### config.mk
export PLATFORM = sky130hd
export DESIGN_NAME = banyan_dst_gen
export DESIGN_NICKNAME = d
export VERILOG_FILES = /design/src/rtl/stream_packer_pkg.sv /design/src/rtl/prefix_count.sv /design/src/rtl/banyan_dst_gen.sv
export SDC_FILE = /design/constraint.sdc
export NUM_CORES = 1
export LEC_CHECK = 0
export ABC_AREA = 1
export CORE_MARGIN = 2
export CORE_UTILIZATION = 40
export DETAILED_ROUTE_END_ITERATION = 10
export PLACE_DENSITY = 0.88
export SLEW_MARGIN = 5
export SYNTH_ARGS = -nofsm -noshare
export SYNTH_HDL_FRONTEND = slang
export SYNTH_SLANG_ARGS = --single-unit
### constraint.sdc
create_clock -name clk -period 3.1 [get_ports clk]
set_input_delay 0.62 -clock clk [delete_from_list [all_inputs] [get_ports clk]]
set_output_delay 0.62 -clock clk [all_outputs]
set_load 0.05 [all_outputs]
### src/rtl/stream_packer_pkg.sv
// Shared stream-packer definitions: default lane geometry, the exclusive prefix
// popcount helper, and the per-lane tuple type used by the sw2 wiring.
package stream_packer_pkg;

    localparam int unsigned DEF_NLANES = 4;
    localparam int unsigned DEF_DWIDTH = 8;
    localparam int unsigned DEF_AWIDTH = $clog2(DEF_NLANES);
    // Widest keep vector popcount_below accepts; callers zero-extend into it.
    localparam int unsigned MAX_LANES  = 64;

    typedef struct packed {
        logic [DEF_DWIDTH-1:0] data;
        logic [DEF_AWIDTH-1:0] dst;
        logic                  vld;
    } lane_t;

    // Number of set bits in keep[idx-1:0]; zero for idx == 0.
    function automatic int unsigned popcount_below(input logic [MAX_LANES-1:0] keep,
                                                   input int unsigned idx);
        int unsigned cnt;
        cnt = 0;
        for (int unsigned i = 0; i < MAX_LANES; i++) begin
            if (i < idx && keep[i]) begin
                cnt = cnt + 1;
            end
        end
        return cnt;
    endfunction

endpackage

### src/rtl/prefix_count.sv
// Combinational exclusive prefix popcount: per-lane rank of each lane among the
// kept lanes below it, plus the total number of kept lanes.
module prefix_count
    import stream_packer_pkg::*;
#(
    parameter int unsigned NLANES = 4,
    localparam int unsigned AWIDTH = $clog2(NLANES)
) (
    input  logic [NLANES-1:0]        keep,
    output logic [NLANES*AWIDTH-1:0] rank,
    output logic [AWIDTH:0]          total
);

    logic [MAX_LANES-1:0] keep_ext;

    always_comb begin
        keep_ext = MAX_LANES'(keep);
        rank     = '0;
        for (int unsigned i = 0; i < NLANES; i++) begin
            rank[i*AWIDTH +: AWIDTH] = AWIDTH'(popcount_below(keep_ext, i));
        end
        total = (AWIDTH+1)'(popcount_below(keep_ext, NLANES));
    end

endmodule

### src/rtl/banyan_dst_gen.sv
// Banyan destination generator: assigns each kept lane a cyclic output lane from a
// running fill pointer. Define STREAM_PACKER_DSTGEN_STATS_EN to add beat/element counters.
module banyan_dst_gen
    import stream_packer_pkg::*;
#(
    parameter int unsigned NLANES = 4,
    parameter int unsigned DWIDTH = 8,
    localparam int unsigned AWIDTH = $clog2(NLANES)
) (
    input  logic                     clk,
    input  logic                     rst,
    input  logic [NLANES*DWIDTH-1:0] in_data,
    input  logic [NLANES-1:0]        in_keep,
    input  logic                     in_last,
    input  logic                     in_vld,
    output logic [NLANES*DWIDTH-1:0] out_data,
    output logic [NLANES*AWIDTH-1:0] out_dst,
    output logic [NLANES-1:0]        out_vld,
    output logic                     out_beat,
    output logic                     out_word_done,
    output logic                     out_last,
`ifdef STREAM_PACKER_DSTGEN_STATS_EN
    output logic [31:0]              stat_beats,
    output logic [31:0]              stat_elems,
`endif
    output logic [AWIDTH-1:0]        out_fill
);

    logic [NLANES*AWIDTH-1:0] rank;
    logic [AWIDTH:0]          total;
    logic [AWIDTH:0]          sum;
    logic [AWIDTH-1:0]        base_q, base_d;
    logic [NLANES*AWIDTH-1:0] dst_d;

    logic [NLANES*DWIDTH-1:0] data_q;
    logic [NLANES*AWIDTH-1:0] dst_q;
    logic [NLANES-1:0]        vld_q;
    logic                     beat_q, word_done_q, last_q;

    prefix_count #(
        .NLANES(NLANES)
    ) u_prefix_count (
        .keep (in_keep),
        .rank (rank),
        .total(total)
    );

    always_comb begin
        sum   = {1'b0, base_q} + total;
        dst_d = '0;
        for (int unsigned i = 0; i < NLANES; i++) begin
            if (in_keep[i]) begin
                // AWIDTH-bit add wraps naturally modulo NLANES.
                dst_d[i*AWIDTH +: AWIDTH] = base_q + rank[i*AWIDTH +: AWIDTH];
            end
        end
        base_d = base_q;
        if (in_vld) begin
            base_d = in_last ? '0 : sum[AWIDTH-1:0];
        end
    end

    always_ff @(posedge clk) begin
        if (rst) begin
            base_q      <= '0;
            data_q      <= '0;
            dst_q       <= '0;
            vld_q       <= '0;
            beat_q      <= 1'b0;
            word_done_q <= 1'b0;
            last_q      <= 1'b0;
        end else begin
            base_q      <= base_d;
            beat_q      <= in_vld;
            vld_q       <= in_vld ? in_keep : '0;
            word_done_q <= in_vld & sum[AWIDTH];
            last_q      <= in_vld & in_last;
            if (in_vld) begin
                data_q <= in_data;
                dst_q  <= dst_d;
            end
        end
    end

    assign out_data      = data_q;
    assign out_dst       = dst_q;
    assign out_vld       = vld_q;
    assign out_beat      = beat_q;
    assign out_word_done = word_done_q;
    assign out_last      = last_q;
    assign out_fill      = base_q;

`ifdef STREAM_PACKER_DSTGEN_STATS_EN
    logic [31:0] stat_beats_q, stat_beats_d;
    logic [31:0] stat_elems_q, stat_elems_d;
    logic [32:0] elems_sum;

    always_comb begin
        elems_sum    = {1'b0, stat_elems_q} + 33'(total);
        stat_beats_d = stat_beats_q;
        stat_elems_d = stat_elems_q;
        if (in_vld) begin
            if (stat_beats_q != '1) begin
                stat_beats_d = stat_beats_q + 32'd1;
            end
            stat_elems_d = elems_sum[32] ? '1 : elems_sum[31:0];
        end
    end

    always_ff @(posedge clk) begin
        if (rst) begin
            stat_beats_q <= '0;
            stat_elems_q <= '0;
        end else begin
            stat_beats_q <= stat_beats_d;
            stat_elems_q <= stat_elems_d;
        end
    end

    assign stat_beats = stat_beats_q;
    assign stat_elems = stat_elems_q;
`endif

endmodule

-- Yosys cells after proc, flatten, opt, wreduce, memory -nomap -nowiden
Index checks and enable logic that the tools add are counted.
W data, S select, Z words.
- register bits: 49
- latch bits: 0
- bits in writable memories: 0
- ROM bits: 0
- bits of input ports: 40
- output and inout bits: 49
- logic and storage cells: 27
- memories kept: 0
- add/subtract/negate cells: 7
- multiply operators: 0
- divide/modulo/power cells: 0
- magnitude comparators: 0
- equal/unequal tests: 0
- shifts and indexed selects: 0
- muxes and demuxes: 9
- bitwise operators: 3
- reduce and logical (&&, ||, !) cells: 1
- operator list (operator ; count):
    $mux W2 ; 5
    $mux W3 ; 3
    $add A2 B2 Y2 ; 3
    $add A3 B1 Y3 const B ; 2
    $add A2 B3 Y3 ; 1
    $add A1 B1 Y2 const B ; 1
    $and A1 B1 Y1 ; 2
    $reduce_or A2 Y1 ; 1
    $mux W1 ; 1
    $not A1 Y1 ; 1

-- Depth between registers and ports, before layout
Gate-level depths: netlist of run 1.
- depth after elaboration: 9
- depth in mapped cells: 14
- mapped depth without buffers: 14

-- By module
From an unflattened synthesis of run 1, not the netlist that was laid out.
- cells, all modules: 268
- area, all modules: 2033.2 µm²
- modules (own cells, without submodules) (module ; instances ; cells an instance ; area an instance (µm²) ; seq. area each (µm²)):
    banyan_dst_gen ; 1 ; 239 ; 1870.5 ; 980.9
    prefix_count ; 1 ; 29 ; 162.7 ; 0.0

-- Least setup slack after synthesis of run 1
OpenSTA, ideal clock, no wires.
- kind: input -> register
- start point: in in_keep[0]
- end point: reg base_q[1] (netlist: out_fill[1])
- setup time: 0.075 ns
- arrival time: 2.396 ns
- data required time: 3.025 ns
- setup slack: 0.629 ns
- stages on the path: 10
- buffers on the path: 0
- path through: inv_1 ha_1 xnor2_1 inv_1 ha_1 o21ai_0 fa_1 nor2_1 nand2_1 o21ai_0
- cells in the longest elaborated chain, start to end: 9
- RTL lines (element ; line ; source):
    from (decl) ; banyan_dst_gen.sv:13 ; input logic [NLANES-1:0] in_keep,
    $mux W1 (*) ; stream_packer_pkg.sv:23 ; if (i < idx && keep[i]) begin
    $add A1 B1 Y2 ; stream_packer_pkg.sv:24 ; cnt = cnt + 1;
    $mux W3 (*) ; -- ;
    $add A3 B1 Y3 ; stream_packer_pkg.sv:24 ;
    $mux W3 (*) ; stream_packer_pkg.sv:23 ;
    $add A3 B1 Y3 ; stream_packer_pkg.sv:24 ;
    $mux W3 (*) ; stream_packer_pkg.sv:23 ;
    $add A2 B3 Y3 (*) ; banyan_dst_gen.sv:49 ; sum = {1'b0, base_q} + total;
    $mux W2 (*) ; banyan_dst_gen.sv:59 ; base_d = in_last ? '0 : sum[AWIDTH-1:0];
    to (signal assigned) ; banyan_dst_gen.sv:73 ; base_q <= base_d;
    to (decl) ; banyan_dst_gen.sv:32 ; logic [AWIDTH-1:0] base_q, base_d;
Every way passes the cells marked *; elsewhere a longest branch is shown, timed or not.
A chain may end at the register's enable or synchronous reset.

-- Worst setup path after layout of run 1
Same ends and word-level chain as after synthesis.

==> results.py, run 1 <==
metrics = {
    "detailed_routing": {
        "drt_drc_violations_left": 0,
        "routed_via_density": 4.90,
        "dr.pass1.iters": 4,
        "drt-total-wl_um": 4340,
        "post_drt_wl_per_cell_um": 13.4,
        "drtIter0Drc": 78,
        "antenna_left": 0,
        "vias": 1583,
    },
    "placement": {
        "dp_hpwl_um": 3220,
        "io_buffers": 88,
        "place.gp.congestion": 0.803,
    },
    "synth": {
        "seq_area_frac_synth_pct": 54.2,
        "yosys_warnings": 0,
        "synth_area_leaders": "dfxtp_1, a22o_1, nand2_1",
        "synth_top_area_share_pct": 54.2,
        "syn_nets": 229,
        "syn_inst": 181,
        "synth_area_um2": 1810,
        "async_flop_share_pct": 0,
        "netlist_top_cells_count": "dfxtp_1, nand2_1, a22o_1",
        "synth_edf_count": 0,
        "synth_seq_cells": 49,
        "syn-mean-instance-area_um2": 10.0,
        "synth_ff_type": "dfxtp_1",
        "yosysUniqueCellTypes": 16,
        "yosysMostFrequentCell": "dfxtp_1",
        "yosys.area.top_type": "dfxtp_1",
    },
    "critical_path": {
        "reg2reg_setup_slack_ns": 1.54,
        "crit_start": "in_keep[0]",
        "worstSetupPathType": "in2reg",
        "reg2reg_to": "out_word_done$_SDFF_PP0_",
        "cp-start-kind": "input port",
        "critPathRequiredTime_ns": 3.32,
        "cp-end-kind": "register",
        "r2r-start": "out_fill[1]$_SDFFE_PP0P_",
        "crit_path_max_fanout": 3,
        "worstRegToRegCells": 8,
        "cp.arrival_ns": 2.95,
        "cp-endpoint": "out_fill[1]$_SDFFE_PP0P_",
    },
    "run_status": {
        "status": "finished, final reports clean",
    },
    "clock_tree": {
        "clock_sinks": 49,
        "cts_max_path_buffers": 2,
        "cts_buffers": 5,
        "ctsResizeCount": 0,
        "hold_buffers": 0,
        "cts-root-buf": "clkbuf_8",
        "htreeDepth": 2,
        "clk_pin_slew_ns": 0.08,
        "cts_setup_buffers": 0,
        "clock_latency_ns": 0.29,
        "tritoncts": "built",
    },
    "layout": {
        "nNetsFinal": 320,
        "antennaDiodeCount": 0,
        "layout-drive-gt1-share_pct": 5.54,
        "syn2layout_area_growth_pct": 53.2,
    },
    "sta": {
        "hold_violations": 0,
        "slew_headroom_pct": 53.0,
        "fin_crit_sh_pct": 88.1,
        "fin_crit_ns": 2.73,
        "drv_slew": 0,
        "rsz0062_at_grt": "false",
        "setup-tns-final_ns": 0,
        "worst_slew_pin_slew_ns": 0.703,
        "fmax_mhz": 366,
        "setup_viol": 0,
        "fin_skew_ns": 0.00534,
    },
    "power_and_ir_drop": {
        "power_w": 0.00137,
        "ir_drop_mv": 0.216,
        "p_leak_nw": 1.19,
        "power.density_nw_per_um2": 493,
    },
    "job": {
        "cap_viol_max_count": 0,
    },
    "global_route": {
        "grt_pass1_wl_um": 7250,
        "gr-usage-all-layers_pct": 17.8,
        "grt_antenna_before_repair": 0,
        "grt_start_max_net_pins": 42,
        "overflow": 0,
        "grt_pass1_vias": 1588,
    },
    "floorplanning": {
        "io_pins": 89,
        "num_rows": 24,
        "start_util_pct": 41.6,
        "die-height_um": 71.3,
        "fp.dieW_um": 71.3,
        "design.die.area_um2": 5080,
        "core_area_um2": 4350,
    },
    "min_path": {
        "hold_path_class": "reg2reg",
    },
}
[final cells by class]
type / instances / area (um^2)
Timing Repair Buffer: 91 / 903
Tap cell: 52 / 65.1
Inverter: 16 / 60.1
Clock inverter: 1 / 5.00
Sequential cell: 49 / 981
Multi-Input combinational cell: 109 / 691
Fill cell: 366 / 1580
Clock buffer: 5 / 68.8
[stage by stage]
| stage | cell area, um^2 | worst slack [ns] | utilization [%] | hold slack, ns | cells |
|---|---|---|---|---|---|
| after floorplan | 1810 | 0.629 | - | 0.671 | 181 |
| after global placement | 2700 | 0.140 | 62.0 | 0.442 | 317 |
| after detailed placement | 2700 | 0.0501 | 62.0 | 0.443 | 317 |
| after CTS | 2770 | 0.354 | 63.7 | 0.463 | 323 |
| after global routing | 2770 | 0.154 | 63.7 | 0.479 | 323 |
| final | 2770 | 0.369 | 63.7 | 0.455 | 323 |
[worst max-delay path: stages]
cell             delay, ns
clkdlybuf4s50_1       0.47
inv_1                 0.06
ha_1                  0.33
xnor2_1               0.20
inv_1                 0.07
ha_1                  0.29
o21ai_0               0.23
fa_1                  0.45
nor2_1                0.10
nand2_1               0.06
o21ai_0               0.06
[cells in the final DEF (no fill, tap or decap), drive strengths merged]
master / instances
clkbuf: 5
xnor2: 2
nor2: 11
clkdlybuf4s50: 88
nand3: 6
o21ai: 4
fa: 1
ha: 7
xor2: 1
a22o: 33
buf: 3
dfxtp: 49
clkinv: 1
nand2: 44
inv: 16
[flip-flops by register name, indices dropped and copies added (netlist names)]
| signal | flops |
|---|---|
| out_data | 32 |
| out_dst | 8 |
| out_vld | 4 |
| out_fill | 2 |
| out_beat | 1 |
| out_last | 1 |
| out_word_done | 1 |
[layer usage]
layer / part of all wire, % / track usage (%) / routed length [um] / up-vias
met1: 43 / 22.6 / 1860 / 725
met5: 0 / 0 / 0 / -
li1: - / - / - / 788
met2: 48 / 29.6 / 2060 / 63
met3: 8.5 / 5.20 / 368 / 7
met4: 1.1 / 5.03 / 48 / 0
[how the worst min path moves through the flow]
stage                                       start                      end  slack, ns  cells past startpoint
final                     out_dst[6]$_SDFFE_PP0P_  out_dst[6]$_SDFFE_PP0P_       0.46                      2
after global routing      out_dst[7]$_SDFFE_PP0P_  out_dst[7]$_SDFFE_PP0P_       0.48                      2
after CTS                 out_dst[4]$_SDFFE_PP0P_  out_dst[4]$_SDFFE_PP0P_       0.46                      2
after detailed placement  out_dst[4]$_SDFFE_PP0P_  out_dst[4]$_SDFFE_PP0P_       0.44                      2
after global placement    out_dst[6]$_SDFFE_PP0P_  out_dst[6]$_SDFFE_PP0P_       0.44                      2
after floorplan           out_dst[1]$_SDFFE_PP0P_  out_dst[1]$_SDFFE_PP0P_       0.67                      2
[kinds of logic (layout without fill, tap and decap cells)]
kind of cell             count (synthesis)  count (layout)  share of synthesized area [%]
AO/OA/AOI/OAI                           37              37                           17.1
XOR/XNOR                                 3               3                           1.45
buffers and inverters                   23             113                           7.67
AND/OR/NAND/NOR                         61              61                           13.6
flip-flops                              49              49                           54.2
adder cells (fa/ha/maj)                  8               8                           5.94
[power breakdown]
part,internal [W],switching (W),leakage [nW],total (W)
clock network,0.000149,0.000186,0.0399,0.000335
logic,0.000145,0.000205,0.750,0.000349
registers,0.000664,0.0000197,0.403,0.000684
(Power assumes the default switching activity.)
==> run 2, diff against run 1 <==
- CORE_MARGIN: 2 -> not set
- HOLD_SLACK_MARGIN: not set -> 0.02
==> run 2 against run 1 <==
- maximum frequency decreased by 3.0%
- critical path depth increased by 4
- via count decreased by 0.44%
- worst setup slack got worse by 0.084 ns
- global-route usage increased by 1.5 points
- final area increased by 0.36%
- cell count increased by 0.62%
- first-iteration DRC count decreased by 12%
- critical path type unchanged
- critical endpoint is now out_word_done$_SDFF_PP0_
- highest routed layer unchanged
==> results.py, run 2 (synthesized netlist as in run 1, its figures left out) <==
metrics = {
    "critical_path": {
        "critPathRequiredTime_ns": 3.30,
        "cp-start-kind": "input port",
        "cp-end-kind": "register",
        "worstSetupPathType": "in2reg",
        "path_cells": "clkdlybuf4s50_1 -> inv_1 -> ha_1 -> xnor2_1 -> buf_4 -> xor2_1 -> ha_1 -> inv_1 -> fa_1 -> inv_1 -> nand3_1 -> nand2_1 -> nand2_1 -> nand2_1 -> nor2_1",
        "path_delay_family": "adder cells",
        "critPathBufInv": 5,
        "crit_path_max_fanout": 3,
        "cp.arrival_ns": 3.01,
        "crit_path_top_delay_cell": "clkdlybuf4s50_1",
        "slowest_delay_ns": 0.51,
    },
    "power_and_ir_drop": {
        "p_leak_nw": 1.19,
        "power.density_nw_per_um2": 502,
        "ir_drop_mv": 0.289,
        "power_w": 0.00140,
    },
    "clock_tree": {
        "cts_buffers": 5,
        "tritoncts": "built",
        "clock_latency_ns": 0.29,
        "cts_setup_buffers": 0,
        "cts-root-buf": "clkbuf_8",
        "hold_buffers": 0,
        "clk_pin_slew_ns": 0.08,
        "clock_sinks": 49,
        "cts_max_path_buffers": 2,
        "ctsResizeCount": 0,
        "htreeDepth": 2,
    },
    "global_route": {
        "overflow": 0,
        "grt_start_max_net_pins": 42,
        "gr-usage-all-layers_pct": 19.3,
        "grt_pass1_vias": 1583,
        "grt_pass1_wl_um": 7340,
        "grt_antenna_before_repair": 0,
    },
    "sta": {
        "slew_headroom_pct": 52.5,
        "setup_viol": 0,
        "drv_slew": 0,
        "hold_ws_ns": 0.455,
        "fin_crit_ns": 2.82,
        "hold_violations": 0,
        "fin_crit_sh_pct": 90.8,
        "fmax_mhz": 355,
        "fin_skew_ns": 0.00327,
        "worst_slew_pin_slew_ns": 0.711,
        "setup-tns-final_ns": 0,
        "rsz0062_at_grt": "false",
    },
    "placement": {
        "io_buffers": 88,
        "place.gp.congestion": 0.849,
        "dpl_cell_area_um2": 2700,
        "dp_hpwl_um": 3110,
    },
    "floorplanning": {
        "design.die.area_um2": 4800,
        "core_area_um2": 4350,
        "fp.dieW_um": 69.3,
        "num_rows": 24,
        "start_util_pct": 41.6,
        "die-height_um": 69.3,
        "io_pins": 89,
    },
    "layout": {
        "final_common_cell": "clkdlybuf4s50_1",
        "stdcell_area_um2": 2780,
        "layout-drive-gt1-share_pct": 5.49,
        "antennaDiodeCount": 0,
        "nNetsFinal": 320,
        "largest_reg_flops": 32,
        "syn2layout_area_growth_pct": 53.8,
        "nFillCells": 336,
        "multi_input_area_um2": 691,
        "mostFrequentLayoutCells": "clkdlybuf4s50_1, dfxtp_1, nand2_1",
        "utilization_pct": 63.9,
        "ff_latch_area_um2": 981,
    },
    "detailed_routing": {
        "antenna_left": 0,
        "routed_via_density": 4.85,
        "drt-total-wl_um": 4400,
        "vias": 1576,
        "dr.pass1.iters": 4,
        "drt_drc_violations_left": 0,
        "drtIter0Drc": 69,
        "post_drt_wl_per_cell_um": 13.5,
    },
    "run_status": {
        "status": "finished, final reports clean",
    },
    "min_path": {
        "hold_path_class": "reg2reg",
    },
    "job": {
        "cap_viol_max_count": 0,
    },
}
## run 2: layout make-up
cell class	instances	area share [%]
tap	52	2.34
inverter	16	2.16
multi-input combinational	109	24.8
clock inverter	1	0.270
sequential	49	35.2
clock buffer	7	2.74
timing repair buffer	91	32.4
## run 2: metrics by stage
stage | worst slack, ns | std cells
after floorplan | 0.629 | 181
after global placement | 0.133 | 317
after detailed placement | -0.00139 | 317
after CTS | 0.313 | 325
after global routing | 0.0830 | 325
final | 0.285 | 325
## run 2: worst register-to-register path: stages (launching register included)
cell and delay (ns):
dfxtp_1 0.47, ha_1 0.20, inv_1 0.06, fa_1 0.40, inv_1 0.08, nand3_1 0.06
nand2_1 0.08, nand2_1 0.06, nand2_1 0.05, nor2_1 0.04
## run 2: report_power, final
part | switching (W) | internal (W) | total (W)
Combinational | 0.000208 | 0.000145 | 0.000353
Clock | 0.000200 | 0.000160 | 0.000359
Sequential | 0.0000199 | 0.000664 | 0.000684
## run 2: final timing paths
| kind | end | slack (ns) | start | cells past startpoint |
|---|---|---|---|---|
| max | out_word_done$_SDFF_PP0_ | 0.28 | in_keep[1] | 15 |
| min | out_dst[2]$_SDFFE_PP0P_ | 0.46 | out_dst[2]$_SDFFE_PP0P_ | 2 |
| max reg2reg | out_word_done$_SDFF_PP0_ | 1.51 | out_fill[0]$_SDFFE_PP0P_ | 9 |
| min reg2reg | out_dst[2]$_SDFFE_PP0P_ | 0.46 | out_dst[2]$_SDFFE_PP0P_ | 2 |
## run 2: metal layers
metal	share of wire, %	vias up	track usage (%)
li1	-	785	-
met1	45	722	23.8
met2	48	62	33.3
met3	5.3	7	3.78
met4	1.3	0	7.03
met5	0	-	0
==> run 3, diff against run 2 <==
- ABC_CLOCK_PERIOD_IN_PS: not set -> 3100
- CORE_MARGIN: not set -> 3
==> run 3 against run 2 <==
- power is 1.8% lower
- worst setup slack worse by 0.024 ns
- maximum frequency down 0.85%
- clock power decreased by 7.0%
- utilization rose by 2.3 points
- non-clock buffer count shrank 1
- routed wire length is 2.9% higher
- worst hold slack about the same
- combinational power is essentially flat
- first-iteration DRC count grew 23%
- sequential cell count is the same
==> results.py, run 3 (synthesized netlist as in run 1, its figures left out) <==
metrics = {
    "clock_tree": {
        "cts-root-buf": "clkbuf_8",
        "clock_latency_ns": 0.28,
        "tritoncts": "built",
        "hold_buffers": 0,
        "cts_buffers": 5,
        "cts_max_path_buffers": 2,
        "ctsResizeCount": 0,
        "clock_sinks": 49,
        "clk_pin_slew_ns": 0.08,
        "cts_setup_buffers": 0,
        "htreeDepth": 2,
    },
    "critical_path": {
        "r2r-start": "out_fill[1]$_SDFFE_PP0P_",
        "cp-end-kind": "register",
        "worstSetupPathType": "in2reg",
        "crit_start": "in_keep[0]",
        "worstRegToRegCells": 8,
        "reg2reg_to": "out_word_done$_SDFF_PP0_",
        "critPathBufInv": 5,
        "cp-start-kind": "input port",
        "critPathRequiredTime_ns": 3.29,
        "crit_path_top_delay_cell": "clkdlybuf4s50_1",
        "cp.arrival_ns": 3.03,
        "cp.depth": 15,
        "path_cells": "clkdlybuf4s50_1 -> inv_1 -> ha_1 -> xnor2_1 -> buf_4 -> xor2_1 -> ha_1 -> inv_1 -> fa_1 -> inv_1 -> nand3_1 -> nand2_1 -> nand2_1 -> nand2_1 -> nor2_1",
        "crit_path_max_fanout": 3,
        "reg2reg_setup_slack_ns": 1.52,
        "slowest_delay_ns": 0.52,
        "path_delay_family": "adder cells",
    },
    "min_path": {
        "min_path_cells": 2,
        "min_from": "out_dst[2]$_SDFFE_PP0P_",
        "min_to": "out_dst[2]$_SDFFE_PP0P_",
        "hold_path_class": "reg2reg",
    },
    "placement": {
        "dp_hpwl_um": 3350,
        "dp.cells": 314,
        "io_buffers": 88,
        "place.gp.congestion": 0.874,
    },
    "detailed_routing": {
        "drtIter0Drc": 85,
        "dr.pass1.iters": 4,
        "vias": 1571,
        "antenna_left": 0,
        "post_drt_wl_per_cell_um": 14.1,
        "drt-total-wl_um": 4530,
        "drt_drc_violations_left": 0,
        "routed_via_density": 4.91,
    },
    "global_route": {
        "grt_start_max_net_pins": 42,
        "grt_antenna_before_repair": 0,
        "grt_pass1_wl_um": 7140,
        "gr-usage-all-layers_pct": 17.1,
        "grt_pass1_vias": 1528,
        "overflow": 0,
    },
    "floorplanning": {
        "num_rows": 23,
        "design.die.area_um2": 5370,
        "fp.dieW_um": 73.3,
        "io_pins": 89,
        "start_util_pct": 43.4,
        "die-height_um": 73.3,
        "core_area_um2": 4170,
    },
    "sta": {
        "hold_violations": 0,
        "drv_slew": 0,
        "rsz0062_at_grt": "false",
        "setup-tns-final_ns": 0,
        "worst_slew_pin_slew_ns": 0.693,
        "hold_ws_ns": 0.455,
        "setup_viol": 0,
        "fin_crit_sh_pct": 91.6,
        "fin_crit_ns": 2.84,
        "fmax_mhz": 352,
        "slew_headroom_pct": 53.7,
        "fin_skew_ns": 0.00574,
    },
    "layout": {
        "ff_latch_area_um2": 981,
        "final_common_cell": "clkdlybuf4s50_1",
        "stdcell_count": 320,
        "mostFrequentLayoutCells": "clkdlybuf4s50_1, dfxtp_1, nand2_1",
        "syn2layout_area_growth_pct": 52.7,
        "layout-drive-gt1-share_pct": 5.19,
        "antennaDiodeCount": 0,
        "nNetsFinal": 319,
        "utilization_pct": 66.2,
        "multi_input_area_um2": 691,
        "largest_reg_flops": 32,
        "nFillCells": 355,
    },
    "power_and_ir_drop": {
        "ir_drop_mv": 0.282,
        "power.density_nw_per_um2": 496,
        "p_leak_nw": 1.19,
        "power_w": 0.00137,
    },
    "run_status": {
        "status": "finished, final reports clean",
    },
    "job": {
        "cap_viol_max_count": 0,
    },
}
==> run 3: changes by cell type in the layout (fill, tap and decap cells not counted), sizes merged <==
cell      previous run  this run
clkinvlp             1         0
buf                  3         2
clkbuf               7         5
clkinv               0         1
==> run 3: worst max path at each step <==
stage,end,slack [ns]
after floorplan,out_fill[1]$_SDFFE_PP0P_,0.63
after global placement,out_word_done$_SDFF_PP0_,0.10
after detailed placement,out_fill[1]$_SDFFE_PP0P_,0.003
after CTS,out_fill[1]$_SDFFE_PP0P_,0.29
after global routing,out_fill[1]$_SDFFE_PP0P_,0.06
final,out_word_done$_SDFF_PP0_,0.26
==> run 3: area by class of cell <==
type / instances / area share (%)
Timing Repair Buffer: 90 / 32.4
Sequential cell: 49 / 35.5
Inverter: 16 / 2.17
Clock inverter: 1 / 0.181
Clock buffer: 5 / 2.49
Multi-Input combinational cell: 109 / 25.0
Tap cell: 50 / 2.26
==> run 3: metrics by stage <==
step           instance area, um^2  worst slack (ns)
4_1_cts                       2760             0.293
2_1_floorplan                 1810             0.629
3_5_place_dp                  2690           0.00343
5_1_grt                       2760            0.0580
3_3_place_gp                  2690             0.103
6_report                      2760             0.261
==> run 3: tightest hold or removal path, cell delays in order, from the launching register on <==
cell and delay (ns):
dfxtp_1 0.32, nand2_1 0.06, nand2_1 0.04
==> run 3: power breakdown <==
part / total, W / internal [W] / switching, W
registers: 0.000684 / 0.000664 / 0.0000201
clock network: 0.000334 / 0.000149 / 0.000185
logic: 0.000354 / 0.000145 / 0.000209
==> run 3: routing by layer <==
layer	share of wire, %	GRT usage (%)	wire (um)
met1	42	21.5	1910
met2	49	28.6	2200
met3	8.0	4.38	364
met4	1.1	5.53	51
met5	0	0	0
